File: config.mk
export PLATFORM = sky130hd
export DESIGN_NAME = hazard_scoreboard
export DESIGN_NICKNAME = d
export VERILOG_FILES = /design/src/rtl/hazard_scoreboard.sv
export SDC_FILE = /design/constraint.sdc
export NUM_CORES = 1
export LEC_CHECK = 0
export CORE_MARGIN = 10
export CORE_UTILIZATION = 66
export DETAILED_ROUTE_END_ITERATION = 7
export DONT_BUFFER_PORTS = 1
export PLACE_DENSITY = 0.89
export SLEW_MARGIN = 20
export SYNTH_ARGS = -nofsm -noshare
export SYNTH_HDL_FRONTEND = slang
export SYNTH_SLANG_ARGS = --single-unit
File: constraint.sdc
create_clock -name clk -period 19.45 [get_ports clk]
set_input_delay 3.89 -clock clk [delete_from_list [all_inputs] [get_ports clk]]
set_output_delay 3.89 -clock clk [all_outputs]
set_load 0.01 [all_outputs]
File: src/rtl/hazard_scoreboard.sv
// Register hazard scoreboard: per-register result countdowns, RAW/WAW
// stall generation, EX/MEM and MEM/WB forward selects, stall counter.
//
// Ports:
//   clk, rst               clock, synchronous active-high reset
//   id_valid               decode holds a valid instruction
//   id_rs_idx              NUM_SRC packed 5-bit source indices
//   id_regWrite, id_rd_idx decode destination write enable / index
//   id_lat                 cycles until result forwardable (0 acts as 1)
//   ex_mem_regWrite/rd_idx EX/MEM writer
//   mem_wb_regWrite/rd_idx MEM/WB writer
//   flush                  discard all in-flight producers
//   stall, issue           decode hold / instruction leaves decode
//   fwd_sel                2-bit forward select per source port
//   stall_count            saturating stalled-cycle counter
module hazard_scoreboard #(
  parameter int NUM_SRC = 2,
  parameter int LAT_W   = 3
) (
  input  logic                 clk,
  input  logic                 rst,
  input  logic                 id_valid,
  input  logic [NUM_SRC*5-1:0] id_rs_idx,
  input  logic                 id_regWrite,
  input  logic [4:0]           id_rd_idx,
  input  logic [LAT_W-1:0]     id_lat,
  input  logic                 ex_mem_regWrite,
  input  logic [4:0]           ex_mem_rd_idx,
  input  logic                 mem_wb_regWrite,
  input  logic [4:0]           mem_wb_rd_idx,
  input  logic                 flush,
  output logic                 stall,
  output logic                 issue,
  output logic [NUM_SRC*2-1:0] fwd_sel,
  output logic [15:0]          stall_count
);

  logic [LAT_W-1:0] r_cnt [32];
  logic [15:0]      r_stall_count;

  logic [LAT_W-1:0] w_lat_m1;
  logic             w_raw;
  logic             w_waw;
  logic             w_stall;
  logic             w_issue;
  logic             w_load;

  // Countdown value loaded on issue: max(id_lat,1)-1.
  assign w_lat_m1 = (id_lat == '0) ? '0 : id_lat - 1'b1;

  always_comb begin
    w_raw = 1'b0;
    for (int k = 0; k < NUM_SRC; k++) begin
      if (id_rs_idx[5*k +: 5] != 5'd0 &&
          r_cnt[id_rs_idx[5*k +: 5]] != '0)
        w_raw = 1'b1;
    end
  end

  // A younger writer may not finish before an older one to the same reg.
  assign w_waw = id_regWrite && (id_rd_idx != 5'd0) &&
                 (r_cnt[id_rd_idx] > w_lat_m1);

  assign w_stall = id_valid & ~flush & (w_raw | w_waw);
  assign w_issue = id_valid & ~w_stall & ~flush;
  assign w_load  = w_issue & id_regWrite & (id_rd_idx != 5'd0);

  always_comb begin
    fwd_sel = '0;
    for (int k = 0; k < NUM_SRC; k++) begin
      if (ex_mem_regWrite && ex_mem_rd_idx != 5'd0 &&
          ex_mem_rd_idx == id_rs_idx[5*k +: 5])
        fwd_sel[2*k +: 2] = 2'b10;
      else if (mem_wb_regWrite && mem_wb_rd_idx != 5'd0 &&
               mem_wb_rd_idx == id_rs_idx[5*k +: 5])
        fwd_sel[2*k +: 2] = 2'b01;
    end
  end

  always_ff @(posedge clk) begin
    if (rst || flush) begin
      for (int r = 0; r < 32; r++)
        r_cnt[r] <= '0;
    end else begin
      r_cnt[0] <= '0;
      for (int r = 1; r < 32; r++) begin
        if (w_load && id_rd_idx == 5'(r))
          r_cnt[r] <= w_lat_m1;
        else if (r_cnt[r] != '0)
          r_cnt[r] <= r_cnt[r] - 1'b1;
      end
    end
  end

  always_ff @(posedge clk) begin
    if (rst)
      r_stall_count <= '0;
    else if (w_stall && r_stall_count != 16'hFFFF)
      r_stall_count <= r_stall_count + 16'd1;
  end

  assign stall       = w_stall;
  assign issue       = w_issue;
  assign stall_count = r_stall_count;

endmodule

==> impl_metrics.toml <==
[status]
outcome = "complete, no violations"

[yosys]
synthTopCellsByArea = "edfxtp_1 (30%), ha_1 (8.8%), mux4_2 (7.0%), mux2_2 (4.7%), nor2_1 (4.1%)"
synth_ff_type = "edfxtp_1"
synthesis.nets = 1083
synth.top_cell.area_share_pct = 29.8
synth-seq-cells = 109
avgSynthCellArea_um2 = 9.56
ys_seq_area_share_pct = 33.2
synth_edf_count = 93
synth_warnings = 0
postSynthCellCount = 982
syn_area_um2 = 9380
ys_async_sr_fraction_pct = 0
yosysTopAreaCell = "edfxtp_1"
netlist-cell-type-count = 67

[grt]
grt_antenna_before_repair = 0
grt_pass1_wl_mm = 39.2
grt-ovfl-total = 0
grt_pass1_vias = 7610
grt_usage_pct = 24.4
grt_max_degree = 70

[sta]
post-route-period-util_pct = 56.5
final-setup-viol-count = 0
slew_viol_final = 0
skew_ns = 0.00914
finalCriticalPeriod_ns = 11.00
rsz0062_at_grt = "no"
fmax_mhz = 90.9
hold_violations = 0
slew_headroom_pct = 33.9
tns_ns = 0
tightest_slew_ns = 0.991

[die]
fp-row-count = 43
start_util_pct = 67.6
die_y_um = 139
die_w_um = 139
core_area_um2 = 13900
dieArea_um2 = 19400
ios = 57

[detailed_routing]
dr_total_vias = 7863
ant_nets = 0
avgRoutedWirePerCell_um = 21.4
postRouteWirelength_mm = 24.1
drt_iter0_markers = 1062
drc = 0
firstDrtPassIters = 7
avgViaCountPerCell = 6.98

[clock_network]
clkSlewWorstSetupHoldPaths_ns = 0.07
cts.htree.levels = 3
clock_latency_ns = 0.36
cts_setup_buffers = 0
clock_sinks = 109
cts_tree = "yes"
cts_resized = 0
cts_buffers = 9
cts.path.max_buffers = 2
cts-root-buf = "clkbuf_16"
ctsHoldBuffers = 0

[power_and_ir_drop]
power_mw = 1.17
p_per_area_nw_per_um2 = 120
p_leak_nw = 3.75
max-vdd-ir-drop_v = 0.0000610

[layout]
nets = 1043
diodes = 0
final_core_util_pct = 70.0
final_layout_size_suffix_gt1_share_pct = 13.9
layout_common_cells = "nor2_1 (100), edfxtp_1 (93), inv_1 (90)"
layout_commonest_cell = "nor2_1"
syn_to_final_growth_pct = 3.52

[job]
drv_cap = 0

[place]
io_buffers = 0
place_congestion = 0.972
dp_hpwl_mm = 17.6

[worst_hold_path]
hold_path_class = "flop to flop"

[worst_setup_path]
required_ns = 15.56
path_class = "input port to primary output"
worstPathArrival_ns = 7.11
critPathCaptureType = "primary output"
startpoint_type = "input port"
cp_max_fo = 30
[Yosys cell counts, types with 5 or more instances]
| cell | count |
|---|---|
| nor4_1 | 33 |
| buf_4 | 5 |
| nor3_1 | 34 |
| mux4_2 | 29 |
| buf_2 | 6 |
| and3_1 | 5 |
| nand4_1 | 7 |
| edfxtp_1 | 93 |
| mux2_2 | 39 |
| o21ai_0 | 73 |
| dfxtp_1 | 16 |
| mux2i_1 | 29 |
| a211oi_1 | 7 |
| nor2b_1 | 10 |
| xnor2_1 | 13 |
| or3_1 | 6 |
| nand2_1 | 61 |
| nand3_1 | 28 |
| ha_1 | 66 |
| nand2b_1 | 20 |
| a21oi_1 | 21 |
| inv_1 | 90 |
| o21ai_2 | 7 |
| or4_1 | 7 |
| o21ai_1 | 7 |
| nand3_2 | 9 |
| mux2_1 | 7 |
| nor2_1 | 102 |
| xor2_1 | 26 |
| nand4b_1 | 17 |
| clkbuf_1 | 37 |
[kinds of logic after synthesis]
| kind of cell | after synthesis | synth area share [%] |
|---|---|---|
| XOR/XNOR | 39 | 3.64 |
| multiplexers | 106 | 15.9 |
| flip-flops | 109 | 33.2 |
| AND/OR/NAND/NOR | 362 | 20.9 |
| buffers and inverters | 145 | 6.32 |
| AO/OA/AOI/OAI | 155 | 11.2 |
| adder cells (fa/ha/maj) | 66 | 8.80 |
[where the power goes]
part | internal [mW] | switching, mW | leakage, nW
sequential | 0.349 | 0.103 | 1.20
combinational | 0.241 | 0.278 | 2.40
clock | 0.112 | 0.0853 | 0.153
[metal layers]
layer  vias up  part of all wire [%]  GRT usage, %
li1       3513                     -             -
met1      3694                    36          29.5
met2       579                    46          38.4
met3        77                    14          7.89
met4         0                   3.4          11.9
met5         -                     0             0
[sequential cells by signal, indices dropped and copies added, names as in the netlist]
register	flops
r_cnt	93
stall_count	16
[worst max-delay path: stages]
cell and delay (ns):
mux4_2 0.50, mux4_2 0.48, mux2_2 0.28, ha_1 0.30, a21o_1 0.16, a21oi_1 0.16
o32ai_2 0.11, a211oi_4 0.17, buf_4 0.39, and2_1 0.50, nor2b_1 0.17
[metrics by stage]
stage / hold WS [ns] / worst slack, ns / area [um2] / std cells
4_1_cts: 0.560 / 8.47 / 9710 / 1127
2_1_floorplan: 0.511 / 7.83 / 9380 / 982
3_3_place_gp: 0.535 / 8.56 / 9400 / 1111
5_1_grt: 0.609 / 8.33 / 9710 / 1127
6_report: 0.556 / 8.45 / 9710 / 1127
3_5_place_dp: 0.549 / 8.47 / 9400 / 1111
[final timing paths]
check	startpoint	endpoint	slack, ns	cells past startpoint
setup / recovery	id_rd_idx[0]	stall	8.45	11
hold / removal	stall_count[9]	stall_count[9]	0.56	2
setup reg to reg	r_cnt[24][1]	r_cnt[17][1]	14.89	12
hold reg to reg	stall_count[9]	stall_count[9]	0.56	2
[final cells by class]
class	count	area (um2)
Timing Repair Buffer	4	30.0
Fill cell	1006	4170
Multi-Input combinational cell	728	5690
Clock buffer	9	225
Inverter	90	338
Sequential cell	109	3110
Tap cell	180	225
Clock inverter	7	90.1
Power figures use the tool's default switching activity.
